**config.mk**
```make
export PLATFORM = sky130hd
export DESIGN_NAME = branch_resolve_ctrl
export DESIGN_NICKNAME = d
export VERILOG_FILES = /design/src/rtl/branch_resolve_ctrl.sv
export SDC_FILE = /design/constraint.sdc
export NUM_CORES = 1
export LEC_CHECK = 0
export ABC_AREA = 0
export CAP_MARGIN = 20
export CORE_ASPECT_RATIO = 0.5
export CORE_MARGIN = 4
export CORE_UTILIZATION = 47
export DETAILED_ROUTE_END_ITERATION = 16
export GPL_TIMING_DRIVEN = 0
export PLACE_DENSITY = 0.87
export RECOVER_POWER = 100
export SLEW_MARGIN = 20
export SYNTH_ARGS = -nofsm -noshare
export SYNTH_HDL_FRONTEND = slang
export SYNTH_SLANG_ARGS = --single-unit
```
**constraint.sdc**
```tcl
create_clock -name I_CLK -period 4.41 [get_ports I_CLK]
set_input_delay 0.882 -clock I_CLK [delete_from_list [all_inputs] [get_ports I_CLK]]
set_output_delay 0.882 -clock I_CLK [all_outputs]
set_load 0.05 [all_outputs]
```
**src/rtl/branch_resolve_ctrl.sv**
```systemverilog
// -----------------------------------------------------------------------------
// branch_resolve_ctrl
//   ID-stage branch/jump resolution controller sitting right after the 32-bit
//   equality comparator. Decodes BEQ/BNE/J, computes the redirect target,
//   registers the decision and presents a one-cycle redirect (PC select +
//   IF/ID flush) the cycle after resolution. While branch operands are not
//   yet forwarded it stalls IF/ID and runs a saturating wait counter whose
//   expiry raises a sticky timeout flag.
//
// Parameters
//   DATA_W    PC / operand width (>= 28 for the J-format target)
//   MAX_WAIT  hazard-wait cycles before O_HAZ_TIMEOUT asserts (1..15)
//
// Ports
//   I_CLK, I_RST_N    clock (rising edge), asynchronous active-low reset
//   I_BR_VALID        conditional branch in ID
//   I_BR_NE           0 = BEQ, 1 = BNE
//   I_JUMP            unconditional J in ID (wins over I_BR_VALID)
//   I_COM_IGUAL       comparator equal flag (same cycle)
//   I_OPND_HAZARD     branch operands not yet available
//   I_PC_PLUS4        PC+4 of the instruction in ID
//   I_BR_OFFSET       sign-extended 16-bit immediate
//   I_JUMP_IDX        J-format 26-bit index
//   O_PC_SEL          IF loads O_PC_TARGET on the next edge
//   O_PC_TARGET       redirect address (holds last value outside redirect)
//   O_IFID_FLUSH      zero the IF/ID register
//   O_STALL           freeze PC and IF/ID (combinational)
//   O_HAZ_TIMEOUT     sticky hazard-wait timeout
//
// Optional feature (macro BRCTRL_STATS_EN)
//   Adds O_BR_TAKEN_CNT / O_BR_NTAKEN_CNT: saturating 16-bit counts of
//   resolved conditional branches (jumps and aborted waits not counted).
// -----------------------------------------------------------------------------
module branch_resolve_ctrl #(
  parameter int unsigned DATA_W   = 32,
  parameter int unsigned MAX_WAIT = 4
) (
  input  logic              I_CLK,
  input  logic              I_RST_N,
  input  logic              I_BR_VALID,
  input  logic              I_BR_NE,
  input  logic              I_JUMP,
  input  logic              I_COM_IGUAL,
  input  logic              I_OPND_HAZARD,
  input  logic [DATA_W-1:0] I_PC_PLUS4,
  input  logic [DATA_W-1:0] I_BR_OFFSET,
  input  logic [25:0]       I_JUMP_IDX,
  output logic              O_PC_SEL,
  output logic [DATA_W-1:0] O_PC_TARGET,
  output logic              O_IFID_FLUSH,
  output logic              O_STALL,
  output logic              O_HAZ_TIMEOUT
`ifdef BRCTRL_STATS_EN
  ,
  output logic [15:0]       O_BR_TAKEN_CNT,
  output logic [15:0]       O_BR_NTAKEN_CNT
`endif
);

  typedef enum logic [1:0] {
    ST_IDLE,
    ST_WAIT,
    ST_REDIR
  } state_e;

  localparam logic [3:0] MAX_WAIT_C = 4'(MAX_WAIT);
  localparam logic [3:0] WCNT_SAT   = 4'hF;

  state_e            state_q, state_d;
  logic [3:0]        wcnt_q, wcnt_d;
  logic              tout_q, tout_d;
  logic [DATA_W-1:0] tgt_q, tgt_d;

  logic [DATA_W-1:0] br_tgt;
  logic [DATA_W-1:0] jmp_tgt;
  logic              br_taken;
  logic              resolve;
  logic              stall;

  assign br_tgt   = I_PC_PLUS4 + (I_BR_OFFSET << 2);
  assign br_taken = I_BR_NE ^ I_COM_IGUAL;

  // J target keeps the top PC+4 bits above the 28-bit region
  always_comb begin
    jmp_tgt        = I_PC_PLUS4;
    jmp_tgt[27:0]  = {I_JUMP_IDX, 2'b00};
  end

  always_comb begin
    state_d = state_q;
    wcnt_d  = wcnt_q;
    tout_d  = tout_q;
    tgt_d   = tgt_q;
    stall   = 1'b0;
    resolve = 1'b0;

    unique case (state_q)
      ST_IDLE: begin
        if (I_JUMP) begin
          state_d = ST_REDIR;
          tgt_d   = jmp_tgt;
        end else if (I_BR_VALID) begin
          if (I_OPND_HAZARD) begin
            state_d = ST_WAIT;
            stall   = 1'b1;
            wcnt_d  = 4'd1;
            if (4'd1 >= MAX_WAIT_C) tout_d = 1'b1;
          end else begin
            resolve = 1'b1;
          end
        end
      end

      ST_WAIT: begin
        if (!I_BR_VALID) begin
          // branch squashed from outside while waiting: drop it silently
          state_d = ST_IDLE;
          wcnt_d  = '0;
        end else if (I_OPND_HAZARD) begin
          stall  = 1'b1;
          wcnt_d = (wcnt_q == WCNT_SAT) ? WCNT_SAT : wcnt_q + 4'd1;
          if (wcnt_d >= MAX_WAIT_C) tout_d = 1'b1;
        end else begin
          resolve = 1'b1;
          wcnt_d  = '0;
        end
      end

      ST_REDIR: begin
        // ID holds the squashed slot; its inputs are ignored
        state_d = ST_IDLE;
      end

      default: state_d = ST_IDLE;
    endcase

    // shared resolution for IDLE (no hazard) and WAIT (hazard released)
    if (resolve) begin
      if (br_taken) begin
        state_d = ST_REDIR;
        tgt_d   = br_tgt;
      end else begin
        state_d = ST_IDLE;
      end
    end
  end

  always_ff @(posedge I_CLK or negedge I_RST_N) begin
    if (!I_RST_N) begin
      state_q <= ST_IDLE;
      wcnt_q  <= '0;
      tout_q  <= 1'b0;
      tgt_q   <= '0;
    end else begin
      state_q <= state_d;
      wcnt_q  <= wcnt_d;
      tout_q  <= tout_d;
      tgt_q   <= tgt_d;
    end
  end

  assign O_PC_SEL      = (state_q == ST_REDIR);
  assign O_IFID_FLUSH  = (state_q == ST_REDIR);
  assign O_PC_TARGET   = tgt_q;
  assign O_STALL       = stall;
  assign O_HAZ_TIMEOUT = tout_q;

`ifdef BRCTRL_STATS_EN
  logic [15:0] tcnt_q, tcnt_d;
  logic [15:0] ncnt_q, ncnt_d;

  always_comb begin
    tcnt_d = tcnt_q;
    ncnt_d = ncnt_q;
    if (resolve) begin
      if (br_taken) begin
        if (tcnt_q != '1) tcnt_d = tcnt_q + 16'd1;
      end else begin
        if (ncnt_q != '1) ncnt_d = ncnt_q + 16'd1;
      end
    end
  end

  always_ff @(posedge I_CLK or negedge I_RST_N) begin
    if (!I_RST_N) begin
      tcnt_q <= '0;
      ncnt_q <= '0;
    end else begin
      tcnt_q <= tcnt_d;
      ncnt_q <= ncnt_d;
    end
  end

  assign O_BR_TAKEN_CNT  = tcnt_q;
  assign O_BR_NTAKEN_CNT = ncnt_q;
`endif

endmodule

```
==> results of run 1 <==
[metal layers]
layer  track usage  up-vias  wire length [um]
met5             0        -                 0
met4       0.06081        0               163
met3       0.04404       14               639
met2        0.3743      120              4633
met1        0.2831     1499              4161
li1              -     1622                 -
[area by class of cell]
cell class              instances  area, um^2  area share
plain buffers                  14       80.08     0.01674
clock buffers                   8       156.4     0.03269
inverters                       6       22.52    0.004707
multi-input cells             309        2136      0.4464
flip-flops and latches         39       975.9      0.2040
well taps                      92       115.1     0.02406
repair buffers                131        1299      0.2714
[logic make-up after synthesis]
group,Yosys count,synth area share
AO/OA/AOI/OAI,125,0.2451
XOR/XNOR,27,0.07295
adder cells (fa/ha/maj),31,0.1220
buffers and inverters,20,0.03165
flip-flops,39,0.3010
multiplexers,24,0.07410
AND/OR/NAND/NOR,102,0.1532
[sequential cells by signal, indices dropped and copies added (netlist names)]
| register | count |
|---|---|
| O_HAZ_TIMEOUT | 1 |
| wcnt_q | 4 |
| O_PC_TARGET | 32 |
| state_q | 2 |
[per-stage QoR]
step | cell area, um^2 | setup WS (ns) | power [mW]
2_1_floorplan | 3242 | 1.326 | 1.047
6_report | 4785 | 0.4621 | 1.725
4_1_cts | 4830 | 0.6813 | 1.763
3_5_place_dp | 4673 | 0.4125 | 1.375
5_1_grt | 4785 | 0.2411 | 1.801
3_3_place_gp | 4658 | 0.4512 | 1.357
[Yosys cell counts (2+ instances only)]
| library cell | count |
|---|---|
| a21oi_1 | 26 |
| nor2_1 | 17 |
| nand3_1 | 9 |
| nor3_1 | 5 |
| a211oi_1 | 10 |
| xor2_1 | 12 |
| nand4_1 | 6 |
| buf_6 | 2 |
| o21ai_1 | 3 |
| a31oi_1 | 5 |
| inv_1 | 6 |
| clkbuf_1 | 7 |
| o211ai_1 | 2 |
| o21bai_1 | 6 |
| nor2_2 | 2 |
| nor3b_1 | 2 |
| and2_1 | 6 |
| mux2i_1 | 24 |
| nand2_1 | 40 |
| a21o_2 | 2 |
| a41oi_1 | 2 |
| nand2b_1 | 6 |
| xnor2_1 | 15 |
| buf_4 | 3 |
| o21ai_0 | 38 |
| o22ai_1 | 2 |
| ha_1 | 30 |
| a21o_1 | 18 |
| o21a_1 | 4 |
| and3_1 | 3 |
| dfrtp_1 | 39 |
[worst max path at each step]
stage                  startpoint                   endpoint  cells after the start
global placement    I_PC_PLUS4[2]  O_PC_TARGET[30]$_DFF_PN0_                     12
detailed placement  I_PC_PLUS4[2]  O_PC_TARGET[30]$_DFF_PN0_                     12
finish              I_PC_PLUS4[3]  O_PC_TARGET[25]$_DFF_PN0_                     11
global route        I_PC_PLUS4[3]  O_PC_TARGET[31]$_DFF_PN0_                     11
CTS                 I_PC_PLUS4[2]  O_PC_TARGET[30]$_DFF_PN0_                     12
floorplan           I_PC_PLUS4[2]  O_PC_TARGET[30]$_DFF_PN0_                     11
[worst max-delay path, cell delays in order]
cell           delay (ns)
dlygate4sd3_1        0.59
ha_1                 0.33
a211oi_1             0.47
nor3_1               0.16
o31ai_1              0.55
nor2_1               0.21
nor2_1               0.21
o21ai_0              0.20
a31oi_1              0.24
xnor2_1              0.14
a21oi_1              0.09
[power by group]
part / switching, mW / internal, mW
clock: 0.144 / 0.241
combinational: 0.530 / 0.330
sequential: 0.0432 / 0.437
==> impl_metrics.py, run 1 <==
metrics = {
    "run_status": {
        "outcome": "complete, no violations",
    },
    "worst_setup_path": {
        "r2r_cells": 6,
        "cp.arrival_ns": 4.08,
        "startpoint_type": "input pin",
        "r2r-start": "state_q[0]$_DFFE_PN0P_",
        "path_class": "in2reg",
        "cp_data_required_time_ns": 4.55,
        "reg2reg_to": "O_PC_TARGET[23]$_DFF_PN0_",
        "path_max_fanout": 4,
        "cp-end-kind": "flip-flop",
        "reg2reg_setup_slack_ns": 2.18,
    },
    "final_layout": {
        "final_nets": 634,
        "fillers": 526,
        "drive_gt1_frac": 0.03945,
        "final_cell_mix": "clkdlybuf4s50_1, nand2_1, o21ai_0, dlygate4sd3_1, dfrtp_1",
        "diodes": 0,
        "final_cells": 599,
        "utilization": 0.7141,
        "area_growth_pct": 47.59,
        "final_common_cell": "clkdlybuf4s50_1",
    },
    "floorplanning": {
        "start_util": 0.4838,
        "row_count": 21,
        "die_h_um": 66.73,
        "fp.dieW_um": 125.5,
        "die_area_mm2": 0.008371,
        "core-area_mm2": 0.006700,
        "pin_count": 133,
    },
    "drt": {
        "vias_per_cell": 5.434,
        "drt-total-wl_um": 9597,
        "drc": 0,
        "route.detailed.wl_per_inst_um": 16.02,
        "vias": 3255,
        "antenna_left": 0,
        "drt_iter0_drc": 239,
        "drt_first_pass_iters": 4,
    },
    "clock_tree": {
        "clkSlewWorstSetupHoldPaths_ns": 0.06,
        "clock-sinks": 39,
        "cts_tree": "built",
        "root_buffer": "clkbuf_16",
        "htree_num_levels": 2,
        "post_cts_resized": 0,
        "numCtsBuffers": 5,
        "cts_hold_buf": 0,
        "ctsLongestPathBuffers": 2,
        "post_cts_buffers": 0,
        "clk-insertion-delay-late_ns": 0.28,
    },
    "synth": {
        "netlist_area_mm2": 0.003242,
        "yosysTopAreaCellShare": 0.3010,
        "synthesis.nets": 496,
        "ys_warn_count": 0,
        "ys_seq_area_frac": 0.3010,
        "yosys.area.top_type": "dfrtp_1",
        "synth_ff_type": "dfrtp_1",
        "synth.distinct_cells": 47,
        "synth.avg_cell_area_um2": 8.809,
        "synth_edf_count": 0,
        "async_flop_share": 1.000,
        "synth_cells": 368,
        "ys_seq_elements": 39,
        "ys_top_cells_by_area": "dfrtp_1, ha_1, mux2i_1",
    },
    "hold_path": {
        "min_path_cells": 1,
        "worstHoldPathType": "reg2reg",
        "min_from": "O_HAZ_TIMEOUT$_DFFE_PN0P_",
        "hold_end": "O_HAZ_TIMEOUT$_DFFE_PN0P_",
    },
    "sta": {
        "setup-violations-final": 0,
        "maxSlewHeadroom": 0.02539,
        "fin_skew_ns": 0.006089,
        "hold_viol": 0,
        "max_freq_mhz": 253.3,
        "rsz0062_at_grt": "no",
        "hold_ws_ns": 0.4740,
        "fin_setup_tns_ns": 0,
        "slew_violations": 0,
        "worst_slew_pin_slew_ns": 1.462,
        "period_share": 0.8952,
        "finalCriticalPeriod_ns": 3.948,
    },
    "run": {
        "cap_violations": 0,
    },
    "placed_design": {
        "port_buffers": 130,
        "numPlacedInstances": 591,
        "gp_congestion": 0.8719,
        "dp_hpwl_um": 7526,
    },
    "pwr": {
        "vdd_ir_drop_max_mv": 0.1630,
        "leakagePower_nw": 2.064,
        "power_density_mw_per_mm2": 360.5,
    },
    "grt": {
        "grt_pass1_wl_um": 14730,
        "groute.usage.overall": 0.2182,
        "grt_antenna_before_repair": 0,
        "grt_pass1_vias": 3010,
        "grt_max_degree": 27,
        "gr-total-overflow": 0,
    },
}
No activity file was read; power rests on OpenSTA's default activity.
==> run 2: changes to the inputs <==
--- a/config.mk
+++ b/config.mk
@@ -6,6 +6,7 @@
 export NUM_CORES = 1
 export LEC_CHECK = 0
 export ABC_AREA = 0
+export ABC_CLOCK_PERIOD_IN_PS = 4410
 export CAP_MARGIN = 20
 export CORE_ASPECT_RATIO = 0.5
 export CORE_MARGIN = 4
==> results of run 2 <==
No change in the layout: final DEF, timing and power equal those of run 1.
